[src/rtl/div_ctrl.sv]
// rtl/div_ctrl.sv - multi-cycle 32-bit restoring divider controller for the EX stage
// Optional signed mode: define DIV_SIGNED_EN; otherwise all divisions are unsigned.
module div_ctrl (
  input  logic        clk,
  input  logic        rst,
  input  logic        start_i,
  input  logic        annul_i,
  input  logic        signed_div_i,
  input  logic [31:0] opdata1_i,
  input  logic [31:0] opdata2_i,
  output logic [63:0] result_o,
  output logic        ready_o,
  output logic        stallreq_o
);

  typedef enum logic [1:0] {FREE, BYZERO, ON, END} state_e;

  state_e      state_q, state_d;
  logic [4:0]  cnt_q, cnt_d;
  logic [31:0] rem_q, rem_d;
  logic [31:0] quo_q, quo_d;
  logic [31:0] dvs_q, dvs_d;
  logic [63:0] result_q, result_d;
  logic        ready_q, ready_d;

  logic [31:0] dividend_abs;
  logic [31:0] divisor_abs;
  logic [32:0] trial;
  logic [31:0] rem_step;
  logic [31:0] quo_step;
  logic [31:0] rem_fin;
  logic [31:0] quo_fin;

`ifdef DIV_SIGNED_EN
  logic neg_quo_q, neg_quo_d;
  logic neg_rem_q, neg_rem_d;

  always_comb begin
    dividend_abs = (signed_div_i && opdata1_i[31]) ? (32'd0 - opdata1_i) : opdata1_i;
    divisor_abs  = (signed_div_i && opdata2_i[31]) ? (32'd0 - opdata2_i) : opdata2_i;
  end
`else
  logic unused_signed_div;
  assign unused_signed_div = signed_div_i;

  always_comb begin
    dividend_abs = opdata1_i;
    divisor_abs  = opdata2_i;
  end
`endif

  // One restoring step: shift the next dividend bit into the partial remainder
  // and keep the difference only when it did not borrow.
  always_comb begin
    trial = {rem_q, quo_q[31]} - {1'b0, dvs_q};
    if (!trial[32]) begin
      rem_step = trial[31:0];
      quo_step = {quo_q[30:0], 1'b1};
    end else begin
      rem_step = {rem_q[30:0], quo_q[31]};
      quo_step = {quo_q[30:0], 1'b0};
    end
  end

`ifdef DIV_SIGNED_EN
  always_comb begin
    quo_fin = neg_quo_q ? (32'd0 - quo_step) : quo_step;
    rem_fin = neg_rem_q ? (32'd0 - rem_step) : rem_step;
  end
`else
  always_comb begin
    quo_fin = quo_step;
    rem_fin = rem_step;
  end
`endif

  always_comb begin
    state_d  = state_q;
    cnt_d    = cnt_q;
    rem_d    = rem_q;
    quo_d    = quo_q;
    dvs_d    = dvs_q;
    result_d = result_q;
    ready_d  = ready_q;
`ifdef DIV_SIGNED_EN
    neg_quo_d = neg_quo_q;
    neg_rem_d = neg_rem_q;
`endif
    case (state_q)
      FREE: begin
        result_d = 64'h0;
        ready_d  = 1'b0;
        if (start_i && !annul_i) begin
          rem_d = 32'h0;
          quo_d = dividend_abs;
          dvs_d = divisor_abs;
          cnt_d = 5'd0;
`ifdef DIV_SIGNED_EN
          neg_quo_d = signed_div_i && (opdata1_i[31] ^ opdata2_i[31]);
          neg_rem_d = signed_div_i && opdata1_i[31];
`endif
          state_d = (opdata2_i == 32'h0) ? BYZERO : ON;
        end
      end
      BYZERO: begin
        if (annul_i) begin
          state_d = FREE;
        end else begin
          result_d = 64'h0;
          ready_d  = 1'b1;
          state_d  = END;
        end
      end
      ON: begin
        if (annul_i) begin
          cnt_d   = 5'd0;
          state_d = FREE;
        end else begin
          rem_d = rem_step;
          quo_d = quo_step;
          cnt_d = cnt_q + 5'd1;
          if (cnt_q == 5'd31) begin
            result_d = {rem_fin, quo_fin};
            ready_d  = 1'b1;
            state_d  = END;
          end
        end
      end
      END: begin
        if (!start_i) begin
          result_d = 64'h0;
          ready_d  = 1'b0;
          state_d  = FREE;
        end
      end
      default: state_d = FREE;
    endcase
  end

  always_ff @(posedge clk) begin
    if (rst) begin
      state_q  <= FREE;
      cnt_q    <= 5'd0;
      rem_q    <= 32'h0;
      quo_q    <= 32'h0;
      dvs_q    <= 32'h0;
      result_q <= 64'h0;
      ready_q  <= 1'b0;
`ifdef DIV_SIGNED_EN
      neg_quo_q <= 1'b0;
      neg_rem_q <= 1'b0;
`endif
    end else begin
      state_q  <= state_d;
      cnt_q    <= cnt_d;
      rem_q    <= rem_d;
      quo_q    <= quo_d;
      dvs_q    <= dvs_d;
      result_q <= result_d;
      ready_q  <= ready_d;
`ifdef DIV_SIGNED_EN
      neg_quo_q <= neg_quo_d;
      neg_rem_q <= neg_rem_d;
`endif
    end
  end

  assign result_o   = result_q;
  assign ready_o    = ready_q;
  assign stallreq_o = start_i & ~ready_q & ~annul_i;

endmodule

[config.mk]
export PLATFORM = sky130hd
export DESIGN_NAME = div_ctrl
export DESIGN_NICKNAME = d
export VERILOG_FILES = /design/src/rtl/div_ctrl.sv
export SDC_FILE = /design/constraint.sdc
export NUM_CORES = 1
export LEC_CHECK = 0
export ABC_AREA = 0
export ABC_CLOCK_PERIOD_IN_PS = 3780
export CAP_MARGIN = 20
export CORE_ASPECT_RATIO = 1.2
export CORE_MARGIN = 2
export CORE_UTILIZATION = 40
export CTS_BUF_LIST = sky130_fd_sc_hd__clkbuf_4
export CTS_CLUSTER_SIZE = 12
export DETAILED_ROUTE_END_ITERATION = 8
export PLACE_DENSITY_LB_ADDON = 0.15
export SYNTH_ARGS = -nofsm -noshare
export SYNTH_HDL_FRONTEND = slang
export SYNTH_SLANG_ARGS = --single-unit
[constraint.sdc]
create_clock -name clk -period 3.78 [get_ports clk]
set_input_delay 0.756 -clock clk [delete_from_list [all_inputs] [get_ports clk]]
set_output_delay 0.756 -clock clk [all_outputs]
set_load 0.005 [all_outputs]
* Word level (Yosys, flattened, before mapping)
Index checks and enable logic that the tools add are counted. W data, S select, Z words.
Cells by class: reduce and logical (&&, ||, !) cells 10, muxes and demuxes 28, equal/unequal tests 10, add/sub/neg operators 2, bitwise gates (word level) 4
Operators with widths (count):
- $mux W64 | 4
- $pmux W64 S4 | 1
- $mux W32 | 5
- $pmux W32 S2 | 2
- $sub A33 B32 Y33 | 1
- $logic_not A32 Y1 | 1
- $mux W2 | 6
- $mux W5 | 2
- $ne A2 B2 Y1 const B | 5
- $pmux W5 S2 | 1
- $pmux W2 S4 | 1
- $reduce_and A3 Y1 | 2
- $add A5 B1 Y5 const B | 1
- $eq A5 B5 Y1 const B | 1
- $mux W1 | 5
- $eq A2 B2 Y1 const B | 2
- $pmux W1 S4 | 1
- $reduce_and A2 Y1 | 2
- $reduce_and A4 Y1 | 1
- $ne A3 B3 Y1 const B | 1
- $and A1 B1 Y1 | 2
- $eq A2 B1 Y1 const B | 1
- $logic_not A2 Y1 | 1
- $not A1 Y1 | 2
- other kinds (3) | 3
Word-level totals: word-level logic and storage cells 61, output and inout port bits 66, bits in registers 168, input port bits 69

* Longest topological paths before layout
Gate-level depths: netlist (run 1).
word-level depth 5, depth in mapped cells 16, depth with buffers taken out 12

* Worst setup path after synthesis (run 1)
No wires, ideal clock.
path type register -> register, start point register quo_q[31], end point register rem_q[27], clock period less this slack 3.360 ns, data arrival time 3.233 ns, cell stages (with the launch flop) 17, data required time 3.653 ns, setup slack 0.420 ns, path buffers 4, library setup time 0.127 ns, cell sequence dfxtp_1 -> inv_1 -> ha_1 -> inv_1 -> fa_1 -> a21o_1 -> a221o_1 -> a211o_1 -> nor3b_1 -> or4_1 -> buf_2 -> and2_1 -> buf_6 -> buf_6 -> buf_4 -> a31oi_1 -> o21ai_0
Between the ends: longest elaborated chain between the ends 4
Ends and longest elaborated chain:
- start, declared | RTL line 21 | logic [31:0] quo_q, quo_d;
- start signal, assigned | RTL line 157 | quo_q <= quo_d;
- $sub A33 B32 Y33 | RTL line 55 | trial = {rem_q, quo_q[31]} - {1'b0, dvs_q};
- $mux W32 | RTL line 56 | if (!trial[32]) begin
- $mux W32 | RTL line 115 | if (annul_i) begin
- $pmux W32 S2 | RTL line 89 | case (state_q)
- end signal, assigned | RTL line 156 | rem_q <= rem_d;
- end, declared | RTL line 20 | logic [31:0] rem_q, rem_d;
No other way between the ends. The select of a mux whose other input is x is not followed. A chain may end at the register's enable or synchronous reset.

* Worst setup path after layout (run 1)
start point register quo_q[31], end point register rem_q[15]
The elaborated chain is that of the path after synthesis.

==> results of run 1 <==
-- cells by family after synthesis --
group	after synthesis
buf+inv	121
simple gates	374
mux	53
fa+ha+maj	40
compound gates	304
flops	168
xor+xnor	17
-- final cells by class --
| class | count | area, um^2 |
|---|---|---|
| antenna | 1 | 2.502 |
| clock buffer | 18 | 135.1 |
| clock inverter | 14 | 123.9 |
| fill | 2161 | 10610 |
| inverter | 47 | 176.4 |
| multi-input combinational | 788 | 4770 |
| sequential | 168 | 3363 |
| tap | 270 | 337.8 |
| timing repair buffer | 159 | 1531 |
-- metrics by stage --
stage / cell area (um^2) / power (mW) / util (%) / cells
2_1_floorplan: 8583 / 4.250 / - / 1077
3_3_place_gp: 10160 / 5.116 / 48.29 / 1431
3_5_place_dp: 10180 / 5.153 / 48.36 / 1432
4_1_cts: 10440 / 6.175 / 49.60 / 1464
5_1_grt: 10440 / 6.580 / 49.61 / 1465
6_report: 10440 / 6.128 / 49.61 / 1465
-- synthesized netlist by cell type, types with 3 or more instances --
library cell / n
or2_2: 3
a32oi_1: 7
ha_1: 39
inv_1: 47
buf_2: 3
a221o_1: 3
o31ai_1: 5
o21bai_1: 3
a21boi_0: 6
xor2_1: 6
o21a_1: 6
nand4_1: 10
a31oi_1: 10
or4_1: 3
nand3_1: 52
o211ai_1: 3
o21ai_1: 3
buf_1: 8
mux2i_1: 50
nand2b_1: 4
xnor2_1: 11
a21o_1: 20
nor3_1: 10
nor4_1: 11
nor2_1: 67
dfxtp_1: 168
and3_1: 7
nor2b_1: 5
clkbuf_1: 60
a311oi_1: 3
and2_1: 3
nor3b_1: 4
o21ai_0: 76
a211oi_1: 37
a21oi_1: 95
nand2_1: 183
or3_1: 8
-- worst max-delay path, cell delays in order, from the launching register on --
cell,delay [ps]
dfxtp_1,330
inv_1,60
ha_1,160
inv_1,50
fa_1,410
a21o_1,190
a221o_1,370
a211o_1,320
nor3b_1,160
or4_1,420
and2_2,350
buf_4,270
mux2i_1,240
o21ai_0,120
-- metal layers --
metal | global-route usage (%) | share of wire (%)
met2 | 36.11 | 48
met4 | 4.824 | 1.2
met3 | 5.402 | 5.5
met1 | 26.43 | 45
met5 | 0 | 0
-- sequential cells by signal, summed over array words and instances, names as in the netlist --
register  cells
cnt_q         5
state_q       2
dvs_q        32
ready_o       1
rem_q        32
result_o     64
quo_q        32
-- final timing paths --
| check | slack [ps] | end | cells after the start |
|---|---|---|---|
| worst min-delay path | 460 | result_o[9] | 2 |
| worst max register to register | 230 | rem_q[15] | 13 |
| worst max-delay path | 230 | rem_q[15] | 13 |
| worst min register to register | 460 | result_o[9] | 2 |
-- timing repair --
action | in CTS | in global routing
resized for setup | 1 | 0
endpoints found under the setup margin | 2 | 0
endpoints found under the hold margin | 0 | 0
-- power by group --
group          internal (mW)  switching (mW)  total, mW
Sequential              2.03           0.178       2.21
Clock                  0.338           0.685       1.02
Combinational           1.18            1.72       2.90
Total                   3.55            2.58       6.13
==> reports/metrics.cfg, run 1 <==
[status]
status=finished, final reports clean

[global_route]
grt_max_degree=90
grt.total_usage_pct=21.03
antenna_found_initial=1
grt_pass1_wl_um=38040
grt_pass1_vias=7498
grt_overflow=0

[critical_path]
critPathKind=reg -> reg
crit_path_start=quo_q[31]
start_kind=flip-flop
end_kind=flip-flop
crit_path_max_fanout=14
reg2reg_from=quo_q[31]
crit_arrival_ps=4000
required_ps=4230

[sta]
slew_violations=0
hold_viol=0
clock.fmax_mhz=281.7
fin_setup_tns_ps=0
worst_slack_ps=230.0
finalCritPeriodShare_pct=93.91
fin_skew_ps=27.02
slew_headroom_pct=32.30
setup_viol=0
finalCriticalPeriod_ps=3550
hold_slack_ps=462.1
worstMarginPinSlew_ps=1008
rsz0062_at_grt=false

[placement]
place_congestion=0.8706
io_buffers=133
post-place-ws_ps=17.46
hpwl_um=16940

[detailed_routing]
via_per_inst=5.391
drt_first_pass_iters=4
vias=7898
ant_nets=0
wl_per_cell_um=16.01
wl_um=23450
drc=0
drt_iter0_markers=315

[cells_and_area]
drive_above_1_share_pct=6.365
final_cell_mix=nand2_1 (183), dfxtp_1 (168), clkdlybuf4s50_1 (132)
area_delta_synth_final_pct=21.63
final_common_cell=nand2_1
nNetsFinal=1290

[worst_hold_path]
worstHoldStart=result_o[9]
hold_path_class=reg -> reg

[yosys]
syn_area_um2=8583
synth_top_area_share_pct=39.18
synth_nets=1186
synthTopCellsByArea=dfxtp_1 (39%), nand2_1 (8.0%), mux2i_1 (5.8%)
synthCells=1077
ys_ff_latch=168
synthSimpleGateAreaFrac_pct=19.29
synth_edf_count=0
synth_top_family_by_area=compound AO/OA/AOI/OAI gates
synth_compound_area_share_pct=22.06
yosys.area_share.adder_pct=5.918
yosysTopAreaCell=dfxtp_1
synth_mux_area_share_pct=6.268
synth.distinct_cells=65
yosys_warnings=0
synthFlopType=dfxtp_1
yosysSeqAreaShare_pct=39.18
synth_area_per_cell_um2=7.970
async_flop_share_pct=0
synth_xor_area_share_pct=1.735

[floorplan]
rows=58
io_pins=135
die_w_um=137.7
core_area_um2=21050
initial_core_util_pct=40.78
die_height_um=164.5
dieArea_um2=22650

[clock_tree]
ctsLongestPathBuffers=2
clock_latency_ps=570
root_buffer=clkbuf_4
post-cts-setup-buffer-count=0
hold_buffers=0
h-tree-depth=4
clock-sinks=168
tritoncts=built
cts_buffers=17
clk_pin_slew_ps=140

[flow_run]
drv_cap=0

[power_and_ir_drop]
power_density_nw_per_um2=587.0
ir_worst_vdd_mv=0.5061
p_leak_nw=3.891

No activity file was read; power rests on OpenSTA's default activity.
==> run 2: changes to the inputs <==
PLACE_DENSITY = 0.63   (was not set)
PLACE_DENSITY_LB_ADDON = not set   (was 0.15)
==> reports/metrics.cfg, run 2 (synthesis gave the netlist of run 1 again) <==
[cells_and_area]
drive_above_1_share_pct=6.056  ; -0.31 points
area_delta_synth_final_pct=21.68  ; about the same
nNetsFinal=1285  ; -0.39%
largest_reg_flops=64  ; unchanged
final_cell_area_um2=10440  ; about the same
final_common_cell=nand2_1
final_cell_mix=nand2_1 (183), dfxtp_1 (168), clkdlybuf4s50_1 (132)

[global_route]
grt_pass1_wl_um=37790  ; -0.65%
grt_pass1_vias=7460  ; -0.51%
grt.total_usage_pct=21.08  ; +0.044 points
antenna_found_initial=1  ; unchanged
grt_overflow=0  ; unchanged
grt_max_degree=70  ; -22%

[critical_path]
crit_path_max_fanout=11  ; -3
crit_arrival_ps=3950  ; -50 ps
start_kind=flip-flop
critPathKind=reg -> reg
end_kind=flip-flop
required_ps=4210  ; -20 ps

[sta]
fin_setup_tns_ps=0  ; unchanged
slew_violations=0  ; unchanged
finalCriticalPeriod_ps=3519  ; -30.72 ps
slew_headroom_pct=33.49  ; +1.2 points
setup_viol=0  ; unchanged
fin_skew_ps=24.74  ; -2.285 ps
rsz0062_at_grt=false
hold_viol=0  ; unchanged
clock.fmax_mhz=284.2  ; +0.87%
finalCritPeriodShare_pct=93.10  ; -0.81 points
worst_slack_ps=260.8  ; +30.72 ps
worstMarginPinSlew_ps=990.0  ; -17.74 ps

[clock_tree]
ctsLongestPathBuffers=2  ; unchanged
cts_resized=0  ; -1
h-tree-depth=4  ; unchanged
post-cts-setup-buffer-count=0  ; unchanged
clk_pin_slew_ps=160  ; +20 ps
cts_buffers=17  ; unchanged
clock-sinks=168  ; unchanged
hold_buffers=0  ; unchanged
root_buffer=clkbuf_4
tritoncts=built
clock_latency_ps=580  ; about the same

[placement]
post-place-ws_ps=290.0  ; +272.5 ps
io_buffers=133  ; unchanged
place_congestion=0.8682  ; -0.28%
hpwl_um=16790  ; -0.84%
place_area_um2=10130  ; -0.44%

[detailed_routing]
wl_per_cell_um=16.03  ; +0.15%
drt_iter0_markers=433  ; +37%
vias=7841  ; -0.72%
drt_first_pass_iters=5  ; +1
ant_nets=0  ; unchanged
via_per_inst=5.371  ; -0.38%
drc=0  ; unchanged
wl_um=23410  ; -0.19%

[floorplan]
dieArea_um2=22650  ; unchanged
die_w_um=137.7  ; unchanged
core_area_um2=21050  ; unchanged
initial_core_util_pct=40.78  ; unchanged
rows=58  ; unchanged
io_pins=135  ; unchanged
die_height_um=164.5  ; unchanged

[power_and_ir_drop]
p_leak_nw=3.892  ; about the same
total_power_mw=6.222  ; +1.5%
power_density_nw_per_um2=595.7  ; +1.5%
ir_worst_vdd_mv=0.6341  ; +25%

[worst_hold_path]
hold_path_class=reg -> reg

[flow_run]
drv_cap=0  ; unchanged

[status]
status=finished, final reports clean

run 2: changes by cell type in the layout (fill, tap and decap cells not counted), sizes merged:
cell      previous run  this run
bufinv               1         2
buf                 27        22
clkbuf              18        17
clkinv               7         3
inv                 51        56
clkinvlp             2         1
run 2: worst paths after layout:
path | startpoint | endpoint | slack (ps) | depth (start not counted)
worst min-delay path | dvs_q[20] | dvs_q[20] | 470 | 2
worst max-delay path | quo_q[31] | result_o[37] | 260 | 14
worst max register to register | quo_q[31] | result_o[37] | 260 | 14
worst min register to register | dvs_q[20] | dvs_q[20] | 470 | 2
run 2: final cells by class:
| class | count | area (um^2) |
|---|---|---|
| fillers | 2090 | 10600 |
| multi-input cells | 788 | 4768 |
| flip-flops and latches | 168 | 3363 |
| repair buffers | 154 | 1486 |
| well taps | 270 | 337.8 |
| clock inverters | 15 | 181.4 |
| inverters | 47 | 176.4 |
| clock buffers | 17 | 127.6 |
| diodes | 1 | 2.502 |
run 2: stage by stage:
step	utilization (%)	hold slack, ps	cells
floorplan	-	436.3	1077
global placement	48.15	434.2	1427
detailed placement	48.15	440.6	1427
CTS	49.61	466.7	1459
global route	49.63	480.4	1460
finish	49.63	465.0	1460
run 2: power breakdown:
part,switching [mW],internal (mW),leakage (nW)
registers,0.178,2.03,1.36
logic,1.72,1.15,2.36
clock network,0.725,0.422,0.165
run 2: worst max-delay path, cell delays in order (launching register included):
cell and delay, ps:
dfxtp_1 340, inv_1 70, ha_1 170, inv_1 50, fa_1 410, a21o_1 190
a221o_1 370, a211o_1 320, nor3b_1 160, or4_1 430, and2_1 180, buf_4 190
buf_4 180, mux2i_1 220, o21ai_0 100
run 2: metal layers:
layer  share of wire, %  track usage (%)
met4                1.3            4.870
met3                5.6            6.139
met1                 44            26.11
met2                 49            36.07
met5                  0                0
